File: src/rtl/ex_iter.sv
// rtl/ex_iter.sv - execute stage with single-cycle ALU and iterative unsigned divider
//
// Purpose: logic/shift/arith ops are registered with a latency of 1 cycle.
//          DIVU/REMU with a non-zero divisor run a restoring divider for DW
//          cycles. While it runs, ready_o is low and stallreq_o is high.
// Ports:
//   clk, rst                  clock, asynchronous active-high reset
//   valid_i / ready_o         op handshake (accept = valid_i & ready_o)
//   flush_i                   kill the in-flight op and the output register
//   aluop_i, alusel_i         operation code and result group
//   reg1_i, reg2_i            operands (reg1_i[SHW-1:0] is the shift amount)
//   wd_i, wreg_i              destination address and write enable
//   valid_o, wd_o, wreg_o,
//   wdata_o                   registered result (EX/MEM register)
//   stallreq_o                stall request while the divider is busy
// Optional feature: define EX_ITER_MUL_EN to add MUL (alusel 3'b101, aluop 0xA9).
module ex_iter #(
    parameter int DW  = 32,
    parameter int AW  = 5,
    parameter int SHW = 5
) (
    input  logic          clk,
    input  logic          rst,
    input  logic          valid_i,
    output logic          ready_o,
    input  logic          flush_i,
    input  logic [7:0]    aluop_i,
    input  logic [2:0]    alusel_i,
    input  logic [DW-1:0] reg1_i,
    input  logic [DW-1:0] reg2_i,
    input  logic [AW-1:0] wd_i,
    input  logic          wreg_i,
    output logic          valid_o,
    output logic [AW-1:0] wd_o,
    output logic          wreg_o,
    output logic [DW-1:0] wdata_o,
    output logic          stallreq_o
);
    localparam int CW = SHW + 1;

    localparam logic [2:0] SEL_LOGIC = 3'b001;
    localparam logic [2:0] SEL_SHIFT = 3'b010;
    localparam logic [2:0] SEL_ARITH = 3'b100;
    localparam logic [2:0] SEL_DIV   = 3'b101;

    localparam logic [7:0] OP_AND  = 8'h24;
    localparam logic [7:0] OP_OR   = 8'h25;
    localparam logic [7:0] OP_XOR  = 8'h26;
    localparam logic [7:0] OP_NOR  = 8'h27;
    localparam logic [7:0] OP_SLL  = 8'h7C;
    localparam logic [7:0] OP_SRL  = 8'h02;
    localparam logic [7:0] OP_SRA  = 8'h03;
    localparam logic [7:0] OP_ADDU = 8'h21;
    localparam logic [7:0] OP_SUBU = 8'h23;
    localparam logic [7:0] OP_SLT  = 8'h2A;
    localparam logic [7:0] OP_SLTU = 8'h2B;
    localparam logic [7:0] OP_DIVU = 8'h1B;
    localparam logic [7:0] OP_REMU = 8'h1C;
`ifdef EX_ITER_MUL_EN
    localparam logic [7:0] OP_MUL  = 8'hA9;
`endif

    typedef enum logic {IDLE, DIV_RUN} state_t;

    state_t        state, state_nxt;
    logic [DW-1:0] alu_res;
    logic          div_start;
    logic          accept;

    logic [DW-1:0] quo_q, rem_q, dvs_q;
    logic [DW-1:0] quo_n, rem_n;
    logic [DW:0]   trial;
    logic [CW-1:0] cnt_q;
    logic          is_rem_q;
    logic [AW-1:0] div_wd_q;
    logic          div_wreg_q;

    assign accept = valid_i & ready_o;

    // Single-cycle result; a zero divisor is resolved here so it never stalls.
    always_comb begin
        alu_res   = '0;
        div_start = 1'b0;
        case (alusel_i)
            SEL_LOGIC: begin
                case (aluop_i)
                    OP_AND:  alu_res = reg1_i & reg2_i;
                    OP_OR:   alu_res = reg1_i | reg2_i;
                    OP_XOR:  alu_res = reg1_i ^ reg2_i;
                    OP_NOR:  alu_res = ~(reg1_i | reg2_i);
                    default: alu_res = '0;
                endcase
            end
            SEL_SHIFT: begin
                case (aluop_i)
                    OP_SLL:  alu_res = reg2_i << reg1_i[SHW-1:0];
                    OP_SRL:  alu_res = reg2_i >> reg1_i[SHW-1:0];
                    OP_SRA:  alu_res = $unsigned($signed(reg2_i) >>> reg1_i[SHW-1:0]);
                    default: alu_res = '0;
                endcase
            end
            SEL_ARITH: begin
                case (aluop_i)
                    OP_ADDU: alu_res = reg1_i + reg2_i;
                    OP_SUBU: alu_res = reg1_i - reg2_i;
                    OP_SLT:  alu_res = {{(DW-1){1'b0}}, $signed(reg1_i) < $signed(reg2_i)};
                    OP_SLTU: alu_res = {{(DW-1){1'b0}}, reg1_i < reg2_i};
                    default: alu_res = '0;
                endcase
            end
            SEL_DIV: begin
                case (aluop_i)
                    OP_DIVU: begin
                        if (reg2_i == '0) alu_res = '1;
                        else              div_start = 1'b1;
                    end
                    OP_REMU: begin
                        if (reg2_i == '0) alu_res = reg1_i;
                        else              div_start = 1'b1;
                    end
`ifdef EX_ITER_MUL_EN
                    OP_MUL:  alu_res = reg1_i * reg2_i;
`endif
                    default: alu_res = '0;
                endcase
            end
            default: alu_res = '0;
        endcase
    end

    // One restoring step: shift the next dividend bit into the partial
    // remainder and subtract the divisor. The borrow bit decides whether the
    // subtraction is kept.
    always_comb begin
        trial = {rem_q, quo_q[DW-1]} - {1'b0, dvs_q};
        rem_n = trial[DW] ? {rem_q[DW-2:0], quo_q[DW-1]} : trial[DW-1:0];
        quo_n = {quo_q[DW-2:0], ~trial[DW]};
    end

    always_ff @(posedge clk or posedge rst) begin
        if (rst) state <= IDLE;
        else     state <= state_nxt;
    end

    always_comb begin
        state_nxt = state;
        if (flush_i) begin
            state_nxt = IDLE;
        end else begin
            case (state)
                IDLE:    if (accept && div_start) state_nxt = DIV_RUN;
                DIV_RUN: if (cnt_q == CW'(1))     state_nxt = IDLE;
                default: state_nxt = IDLE;
            endcase
        end
    end

    always_comb begin
        ready_o    = (state == IDLE);
        stallreq_o = (state == DIV_RUN);
    end

    always_ff @(posedge clk or posedge rst) begin
        if (rst) begin
            valid_o    <= 1'b0;
            wd_o       <= '0;
            wreg_o     <= 1'b0;
            wdata_o    <= '0;
            quo_q      <= '0;
            rem_q      <= '0;
            dvs_q      <= '0;
            cnt_q      <= '0;
            is_rem_q   <= 1'b0;
            div_wd_q   <= '0;
            div_wreg_q <= 1'b0;
        end else if (flush_i) begin
            valid_o <= 1'b0;
            wreg_o  <= 1'b0;
            cnt_q   <= '0;
        end else begin
            case (state)
                IDLE: begin
                    if (accept && div_start) begin
                        quo_q      <= reg1_i;
                        rem_q      <= '0;
                        dvs_q      <= reg2_i;
                        cnt_q      <= CW'(DW);
                        is_rem_q   <= (aluop_i == OP_REMU);
                        div_wd_q   <= wd_i;
                        div_wreg_q <= wreg_i;
                        valid_o    <= 1'b0;
                        wreg_o     <= 1'b0;
                    end else if (accept) begin
                        valid_o <= 1'b1;
                        wd_o    <= wd_i;
                        wreg_o  <= wreg_i;
                        wdata_o <= alu_res;
                    end else begin
                        valid_o <= 1'b0;
                        wreg_o  <= 1'b0;
                    end
                end
                DIV_RUN: begin
                    quo_q <= quo_n;
                    rem_q <= rem_n;
                    cnt_q <= cnt_q - CW'(1);
                    // The last step's result goes straight to the output register.
                    if (cnt_q == CW'(1)) begin
                        valid_o <= 1'b1;
                        wd_o    <= div_wd_q;
                        wreg_o  <= div_wreg_q;
                        wdata_o <= is_rem_q ? rem_n : quo_n;
                    end else begin
                        valid_o <= 1'b0;
                        wreg_o  <= 1'b0;
                    end
                end
                default: begin
                    valid_o <= 1'b0;
                    wreg_o  <= 1'b0;
                end
            endcase
        end
    end
endmodule

File: config.mk
export PLATFORM = sky130hd
export DESIGN_NAME = ex_iter
export DESIGN_NICKNAME = d
export VERILOG_FILES = /design/src/rtl/ex_iter.sv
export SDC_FILE = /design/constraint.sdc
export NUM_CORES = 1
export LEC_CHECK = 0
export ABC_AREA = 1
export ABC_CLOCK_PERIOD_IN_PS = 5900
export CAP_MARGIN = 40
export CORE_ASPECT_RATIO = 2
export CORE_MARGIN = 10
export CORE_UTILIZATION = 60
export DETAILED_ROUTE_END_ITERATION = 6
export PLACE_DENSITY = 0.8
export RECOVER_POWER = 100
export SLEW_MARGIN = 30
export SYNTH_ARGS = -nofsm -noshare
export SYNTH_HDL_FRONTEND = slang
export SYNTH_SLANG_ARGS = --single-unit
File: constraint.sdc
create_clock -name clk -period 5.9 [get_ports clk]
set_clock_uncertainty 0.15 [all_clocks]
set_input_delay 0.59 -clock clk [delete_from_list [all_inputs] [get_ports clk]]
set_output_delay 0.59 -clock clk [all_outputs]
set_load 0.03 [all_outputs]
==> results of run 1 <==
[routing by layer]
metal,global-route usage,GRT overflow
met1,0.589,1
met2,0.853,194
met3,0.426,5
met4,0.642,141
met5,0.130,0
[through the flow]
stage	hold slack, ns	setup WS, ns	cell area [um2]
global placement	0.305	1.57	22200
floorplan	0.292	1.15	20900
detailed placement	0.314	1.54	22300
CTS	0.334	1.58	22800
[logic make-up after synthesis]
| group | count (synthesis) |
|---|---|
| xor gates and xnor gates | 21 |
| and+or+nand+nor | 2224 |
| adders and majority gates | 136 |
| DFF | 149 |
| AOI/OAI and AO/OA | 567 |
| buffers and inverters | 677 |
==> results.txt, run 1 <==
The dominant combinational cell family by area after synthesis was simple AND/OR/NAND/NOR gates. The run gives 20,900 um2 as the cell area after synthesis. Number of storage elements in the synthesis netlist: 149. Library cell with the highest instance count after synthesis: nand2_1. The tools report the count of hold-fix buffers inserted at cts as 0. The adder and majority gate portion of the synthesized area works out to 0.0826. The first error in the log reads "[ERROR GRT-0116] Global routing finished with congestion. Check the congestion regions in the DRC Viewer".

Synthesis produced a netlist with a net count of 3,995. The root buffer selected by CTS is clkbuf_16. After synthesis, the mean cell area works out to 5.53 um2. Share of the synthesized area in the top cell type: 0.253. Number of gates given a new drive strength after cts: 0. The tools report the failing step as 5_1_grt.

The area fraction in and, or, nand and nor cells after synthesis was 0.449; the floorplan row count was 96. Fraction of synthesized area in multiplexers: 0. The run gives 30,600 as the number of global-route vias before repair. By area the synthesized netlist is led by nand2_1 25%, dfrtp_1 18%, nand3_1 11%. By count the netlist is led by 1,405 x nand2_1, 498 x inv_1, 453 x nand3_1.

Once placement completed, the tool counted placed cells totaling 4,218. Entering global routing, the biggest net connects 82 pins. The run stopped with a tool error. During I/O placement, the number of pins put on the boundary was 126. The post-synthesis compound-gate area fraction was 0.151.

The first global-routing pass estimated 213,000 um of wire. The number of setup buffers added after CTS was 0. The number of enable flip-flop cells after synthesis came out at 0. After synthesis, the netlist uses 57 different library cells. The fraction of synthesized cell area in xor and xnor cells was 0.00881. The effective utilization at floorplan is 0.608, and the share of synthesized registers carrying an async set or reset is 1.00.

During synthesis, Yosys emitted a total of 0 warnings. The global-route usage over all layers came out at 0.626. The total overflow left after global routing is 341.

Buffers placed on the I/O ports in this run total 125. The number of instances in the synthesized netlist is 3,774, and the weighted congestion at the end of routability-driven global placement is 1.29. The part of the Yosys area used for sequential elements was 0.179; the die span in y was 284 um.

The maximum count of clock buffers along a single path was 2; the post-DP HPWL was 90,200 um. Leading register cell type out of synthesis: dfrtp_1. For the number of H-tree branching levels, the log shows 4. The largest total area in the synthesized netlist belongs to nand2_1. Counting the buffers created by CTS gives 17. For this design, the sink count on the clock tree is 149. The width of the chip came out at 152 um.
==> run 2: changes to the inputs <==
CORE_ASPECT_RATIO = not set   (was 2)
CORE_UTILIZATION = 40   (was 60)
PLACE_DENSITY = not set   (was 0.8)
PLACE_DENSITY_LB_ADDON = 0.15   (was not set)
==> results.txt, run 2 <==
The flow ran to the end, but the final reports show violations. The checks that failed: DRC, capacitance limit, slew limit. The final count of hold timing violations was 0; the final design utilization was 0.451. CTS placed an instance of clkbuf_16 at the clock tree root.

The final design instance area without fill was 23,200 um2. The tightest min-delay check is of the register to register type. The final routed DRC violation total was 3.

STA classifies the critical path startpoint as a register. The share of synthesized registers carrying an async set or reset works out to 1.00 (unchanged). For the floorplan row count, the log shows 83 (-14%). The weighted congestion at the end of routability-driven global placement was 1.07 (-17%); the post-route worst setup slack was 1.08 ns. The tools report the required time of the critical path as 5.16 ns. The count of yosys warnings during synthesis came out at 0 (unchanged). The library cell used most frequently in the layout, excluding fill and tap cells, is nand2_1.

For the post-placement worst setup slack, the log shows 1.54 ns (+0.00582 ns). The signal on the critical path passes through inv_1, clkbuf_1, clkdlybuf4s50_1. At the worst endpoint, the arrival time is 4.08 ns.

The critical-path maximum fanout works out to 61. The number of global-route vias before repair came out at 23,400. The logs give 126 (unchanged) for the I/O pin total and 7 for the total iterations of the first detailed-routing run. The critical path in this run is classified as register to output pin. The run gives 3,774 (unchanged) as the number of instances in the synthesized netlist. The run gives 3 as the initial antenna violation count. The power per cell area came out at 164 nW/um2. The width of the chip is 248 um (+64%). The global-route usage over all layers came out at 0.322. The die span in y is 248 um (-12%), and the maximum single-stage delay on the critical path is 2.09 ns. The effective utilization at floorplan is 0.405 (-0.202), and the clock edge transition at the registers on the reported setup and hold paths is 0.07 ns. Leaving out fill and tap cells, the most frequent cells in the layout are 1,405 x nand2_1, 498 x inv_1, 453 x nand3_1. The number of storage elements in the synthesis netlist was 149 (unchanged); the wire length of the first global-routing pass was 154,000 um.

Global routing finished with a remaining overflow of 0. Once detail routing completed, the nets flagged for antenna violations numbered 0. Across the VDD grid, the largest voltage drop is 193 uV.

Ranked by total cell area, the synthesized netlist is headed by nand2_1 25%, dfrtp_1 18%, nand3_1 11%. The placed instance area was 22,700 um2 (+1.9%). The share of layout cells above drive strength 1 was 0.0454. The worst path in the final design needs a cycle of 4.82 ns, including I/O delays and setup.

The tools report the post-synth net total as 3,995 (unchanged). The TritonCTS sink count is 149 (unchanged). TritonCTS built the clock tree.

The floorplan step defined a die boundary enclosing 61,700 um2. The tools report the count of filler cells inserted in the layout as 5,845. The run gives 0 (unchanged) as the count of hold-fix buffers inserted at cts. The routed via count came out at 25,700.

TritonCTS buffer count: 17 (unchanged). Setup violations remaining at the end of the flow were counted as 0. Period utilization: 0.817. At the pin with the least slew margin, the transition time is 2.98 ns. The leakage power was 12.5 nW. For the maximum count of clock buffers along a single path, the log shows 2 (unchanged). The commonest cells after synthesis are 1,405 x nand2_1, 498 x inv_1, 453 x nand3_1.

The clock insertion delay at the later pin of the skew report is 0.45 ns, and the maximum clock frequency is 0.207 GHz. The max-cap check violation count was 4; the area of the placeable core was 51,500 um2. Compared with the post-synthesis result, the final layout area differs by 11.3%. Number of enable flip-flop cells after synthesis: 0 (unchanged).

Dividing the detail-routed wire length by the instance count gives 23.2 um. The run gives 0 ns as the final setup TNS. The number of setup buffers added after CTS is 0 (unchanged).

After the last flow step, the layout net total stands at 4,040. For this block, the initial DRC count from the detailed router was 3,462. The average cell area after synthesis works out to 5.53 um2 (unchanged). The worst hold path stage count is 2, and the total of buffers placed on input and output ports is 125 (unchanged). Setup repair after global routing left no endpoint under its margin. The tools report the number of H-tree branching levels as 4 (unchanged). The number of vias per cell after detailed routing is 5.70. The cell area after synthesis was 20,900 um2 (unchanged). Highest-delay cell along the critical path: clkbuf_1. Yosys instantiated no cell more often than nand2_1. The post-DP HPWL was 83,100 um (-7.8%); the total area of sequential cells was 3730 um2. STA classifies the critical path endpoint as an output pin. The share of the synthesized area in the top cell type was 0.253 (unchanged). The worst slew margin relative to its limit came out at -0.987. Summing all multi-input logic gate instances after layout gives 14,400 um2.

For the largest net degree at the start of global routing, the log shows 69. The worst register-to-register path has a depth of 7. The part of the Yosys area used for sequential elements was 0.179 (unchanged); the number of max-slew violations in the final report was 217. For the number of gates given a new drive strength after cts, the log shows 0 (unchanged).

Among all flip-flop cells after synthesis, the most frequent one is dfrtp_1. The total wirelength of the detailed-routed design is 105,000 um. Top cell type by total area after synthesis: nand2_1.

The number of distinct library cell variants in the gate-level netlist after synthesis is 57 (unchanged).
-- run 2: cell counts after synthesis --
No cell type changed its count.
-- run 2: final cells by class --
type	instances	area share
multi-input combinational	2948	0.621
clock inverter	12	0.00603
inverter	517	0.0836
tap	680	0.0366
antenna	5	0.000539
clock buffer	20	0.0197
sequential	149	0.161
timing repair buffer	186	0.0720
-- run 2: stage by stage --
step,total power [W],instances,hold slack [ns]
6_report,0.00380,4517,0.320
5_1_grt,0.00400,4512,0.354
4_1_cts,0.00379,4511,0.331
3_5_place_dp,0.00265,4479,0.313
3_3_place_gp,0.00266,4478,0.312
2_1_floorplan,0.00213,3774,0.292
-- run 2: logic make-up (layout without fill, tap and decap cells) --
kind of cell | Yosys count | in the layout | share of synthesized area
other cells | 0 | 5 | 0
buf+inv | 677 | 735 | 0.129
simple gates | 2224 | 2224 | 0.449
flops | 149 | 149 | 0.179
fa+ha+maj | 136 | 136 | 0.0826
compound gates | 567 | 567 | 0.151
xor+xnor | 21 | 21 | 0.00881
-- run 2: power by group --
part           switching [W]  leakage (nW)  internal, W
Sequential         0.0000533          1.76      0.00111
Combinational        0.00107          10.4     0.000441
Clock               0.000480         0.284     0.000651
Total                0.00160          12.5      0.00220
-- run 2: critical path, delay by kind of cell, from the launching register on --
family | cells | cell delay (ns)
buffers and inverters | 3 | 3.18
flip-flops | 1 | 0.40
-- run 2: final timing paths --
| kind | start | end | slack [ns] |
|---|---|---|---|
| worst min register to register | wdata_o[7] | wdata_o[7] | 0.32 |
| worst max-delay path | stallreq_o | ready_o | 1.08 |
| worst max register to register | stallreq_o | wdata_o[29] | 1.29 |
| worst min-delay path | wdata_o[7] | wdata_o[7] | 0.32 |
| min in group asynchronous | rst | wd_o[2] | 1.20 |
| max in group asynchronous | rst | rem_q[19] | 1.59 |
-- run 2: metal layers --
| layer | vias up | wire length, um | share of wire | GRT usage |
|---|---|---|---|---|
| met4 | 2 | 5700 | 0.054 | 0.162 |
| met1 | 11900 | 43800 | 0.42 | 0.437 |
| li1 | 12100 | - | - | - |
| met3 | 214 | 11200 | 0.11 | 0.0601 |
| met5 | - | 11 | 0.00011 | 0 |
| met2 | 1493 | 43900 | 0.42 | 0.480 |
Power figures use the tool's default switching activity.
==> run 3: changes to the inputs <==
ABC_CLOCK_PERIOD_IN_PS = 4100   (was 5900)
clock period = 4.1 ns   (was 5.9 ns; I/O delays follow)
==> results.txt, run 3 (synthesis gave the netlist of run 2 again) <==
Leaving out fill and tap cells, the most frequent cells in the layout are 1,405 x nand2_1, 498 x inv_1, 453 x nand3_1. The highest layer touched by signal routing is met5. Number of max-slew violations in the final report: 133 (-39%).

The part of the total power dissipated in combinational logic came out at 0.409 (+0.012). In this run the most critical hold path is launched from wdata_o[4]. Compared with the post-synthesis result, the final layout area differs by 14.0%.

Number of gates given a new drive strength after cts: 0 (unchanged). The post-placement worst setup slack is 0.228 ns (-1.31 ns), and the slew at the pin closest to its max-slew limit is 1.91 ns (-1.07 ns). For the overflow left after global routing, the log shows 0 (unchanged).

The power per cell area came out at 233 nW/um2 (+43%). The net switching fraction of the power is 0.430 (+0.00838). Net switching power figure: 0.00238 W (+49%).

The length of routed met2 wiring was 46,000 um (+4.9%); the maximum clock frequency was 0.256 GHz. The startpoint of the worst setup timing path is reg2_i[17]. The clock insertion delay at the later pin of the skew report was 0.45 ns (about the same); the I/O pin total was 126 (unchanged).

For the total wirelength of the detailed-routed design, the log shows 108,000 um (+2.9%). Count of hold-fix buffers inserted at cts: 0 (unchanged). The final setup TNS came out at 0 ns (unchanged). Post-route worst setup slack: 0.195 ns (-0.883 ns). For the wire length of the first global-routing pass, the log shows 156,000 um (+1.6%). The internal power contribution is 0.00316 W (+44%). The worst setup path is captured at a register.

Subtracting the final worst setup slack from the clock period gives 3.90 ns. The run gives 0 (unchanged) as the final antenna-violating net count. The tools report the total instance count after detailed placement as 4,546 (+1.5%). The post-DP HPWL came out at 87,600 um (+5.4%).

The die span in y works out to 248 um (unchanged). Category of the most critical setup path: input port to register. The critical-path maximum fanout was 36 (-41%).

The total iterations of the first detailed-routing run came out at 7 (unchanged). The data arrival time of the critical path came out at 4.06 ns (-0.02 ns). Initial antenna violation count: 6 (+3).

The max-cap check violation count was 2 (-2). Period utilization: 0.952. The most common library cell in the layout ignoring fill and taps was nand2_1.

The TritonCTS sink count was 149 (unchanged). The final reports fail on capacitance limit, slew limit. The logs give 0.331 (+0.00853) for the global-route usage over all layers and 323 uV (+68%) for the peak supply drop. The run gives 1.11 (+3.9%) as the weighted congestion at the end of routability-driven global placement.

For the met1 layer wirelength in the final routing, the log shows 43,100 um (-1.6%). Startpoint of the most critical register-to-register path: quo_q[31]. Leakage power: 12.8 nW (+2.9%). The final routed DRC violation total came out at 0 (-3). The diode insertion count for antenna repair is 0 (-5), and the largest net degree at the start of global routing is 73 (+5.8%).

The number of vias per cell after detailed routing works out to 5.70 (about the same). The TritonCTS buffer count came out at 17 (unchanged). The class of the worst hold path is register to register. For the worst slew margin relative to its limit, the log shows -0.272 (+0.715). Area of the placeable core: 51,500 um2 (unchanged). The tools report the type of element launching the critical path as an input port. TritonCTS built the clock tree. The logs give 4 (unchanged) for the number of H-tree branching levels and 0.00555 W (+46%) for the power after layout.

The detail-routed net length per standard cell was 23.5 um (+1.5%); the clock edge transition at the registers on the reported setup and hold paths was 0.07 ns (about the same). The floorplan row count is 83 (unchanged), and the total of buffers placed on input and output ports is 125 (unchanged). The total die area came out at 61,700 um2 (unchanged). The flow ran to the end, but the final reports show violations. The share of layout cells above drive strength 1 was 0.0623 (+0.0169); the required time of the critical path was 4.26 ns (-0.90 ns). Final count of hold timing violations: 0 (unchanged). The tree is rooted in a clkbuf_16. The run gives 11,100 um (-1.1%) as the total met3 wirelength after detailed routing. The maximum count of clock buffers along a single path came out at 2 (unchanged).

The tools report the effective utilization at floorplan as 0.405 (unchanged). The final-stage net count is 4,108 (+1.7%), and the routed via count is 26,100 (+1.5%). Number of global-route vias before repair: 24,000 (+2.5%).

Number of non-filler instances in the completed layout: 4,580 (+1.4%). The width of the chip was 248 um (unchanged); the number of setup violations in the final report was 0 (unchanged). Setup repair after global routing left no endpoint under its margin. The run gives 0 (unchanged) as the number of setup buffers added after CTS. For the portion of total power attributed to the clock network, the log shows 0.291 (-0.007). The proportion of power drawn by flip-flops and latches was 0.301 (-0.004); the detailed router's first-iteration violation count was 3,495 (+0.95%).
-- run 3: cell count changes in the layout (fill, tap and decap cells not counted), moves of 3 or more --
cell / change
buf_12: +5
o21ai_0: -3
o21ai_1: +3
buf_4: +66
clkbuf_1: -3
diode_2: -5
inv_8: +3
-- run 3: final cells by class --
cell class                      instances  area (um2)
Multi-Input combinational cell       2948       14400
Clock buffer                           19         453
Inverter                              517        1940
Tap cell                              680         851
Fill cell                            5814       27700
Clock inverter                         13         136
Timing Repair Buffer                  254        2260
Sequential cell                       149        3730
-- run 3: path summary, 6_finish.rpt --
kind	end	slack, ns	cells after the start
worst max-delay path	quo_q[24]	0.20	15
worst min-delay path	wdata_o[4]	0.33	2
worst max register to register	wdata_o[31]	0.35	19
worst min register to register	wdata_o[4]	0.33	2
max in group asynchronous	dvs_q[14]	1.00	3
min in group asynchronous	cnt_q[4]	0.45	2
-- run 3: through the flow --
step | instance area [um2] | hold WS, ns | utilization
after global placement | 23300 | 0.309 | 0.452
after global routing | 23800 | 0.353 | 0.462
after CTS | 23800 | 0.229 | 0.463
after floorplan | 20900 | 0.292 | -
after detailed placement | 23300 | 0.314 | 0.452
final | 23800 | 0.327 | 0.462
-- run 3: worst max-delay path, stage by stage --
cell,delay [ns]
dlygate4sd3_1,0.62
inv_1,0.23
clkbuf_1,0.22
nand4_1,0.17
nor2_1,0.17
nand2_1,0.09
nor2_1,0.33
inv_1,0.12
nand4_1,0.10
nor2_1,0.08
inv_1,0.57
nand2_4,0.32
buf_12,0.28
o211ai_1,0.19
o21ai_0,0.14
-- run 3: per-layer routing --
metal	track usage	up-vias
li1	-	12300
met1	0.427	11900
met2	0.504	1588
met3	0.0592	310
met4	0.204	4
met5	0	-
-- run 3: power groups by stage --
stage / Combinational [W] / Clock (W) / Sequential (W)
floorplan: 0.00134 / 0 / 0.00172
global placement: 0.00223 / 0 / 0.00169
detailed placement: 0.00222 / 0 / 0.00169
CTS: 0.00223 / 0.00162 / 0.00167
global route: 0.00245 / 0.00167 / 0.00168
finish: 0.00227 / 0.00161 / 0.00167
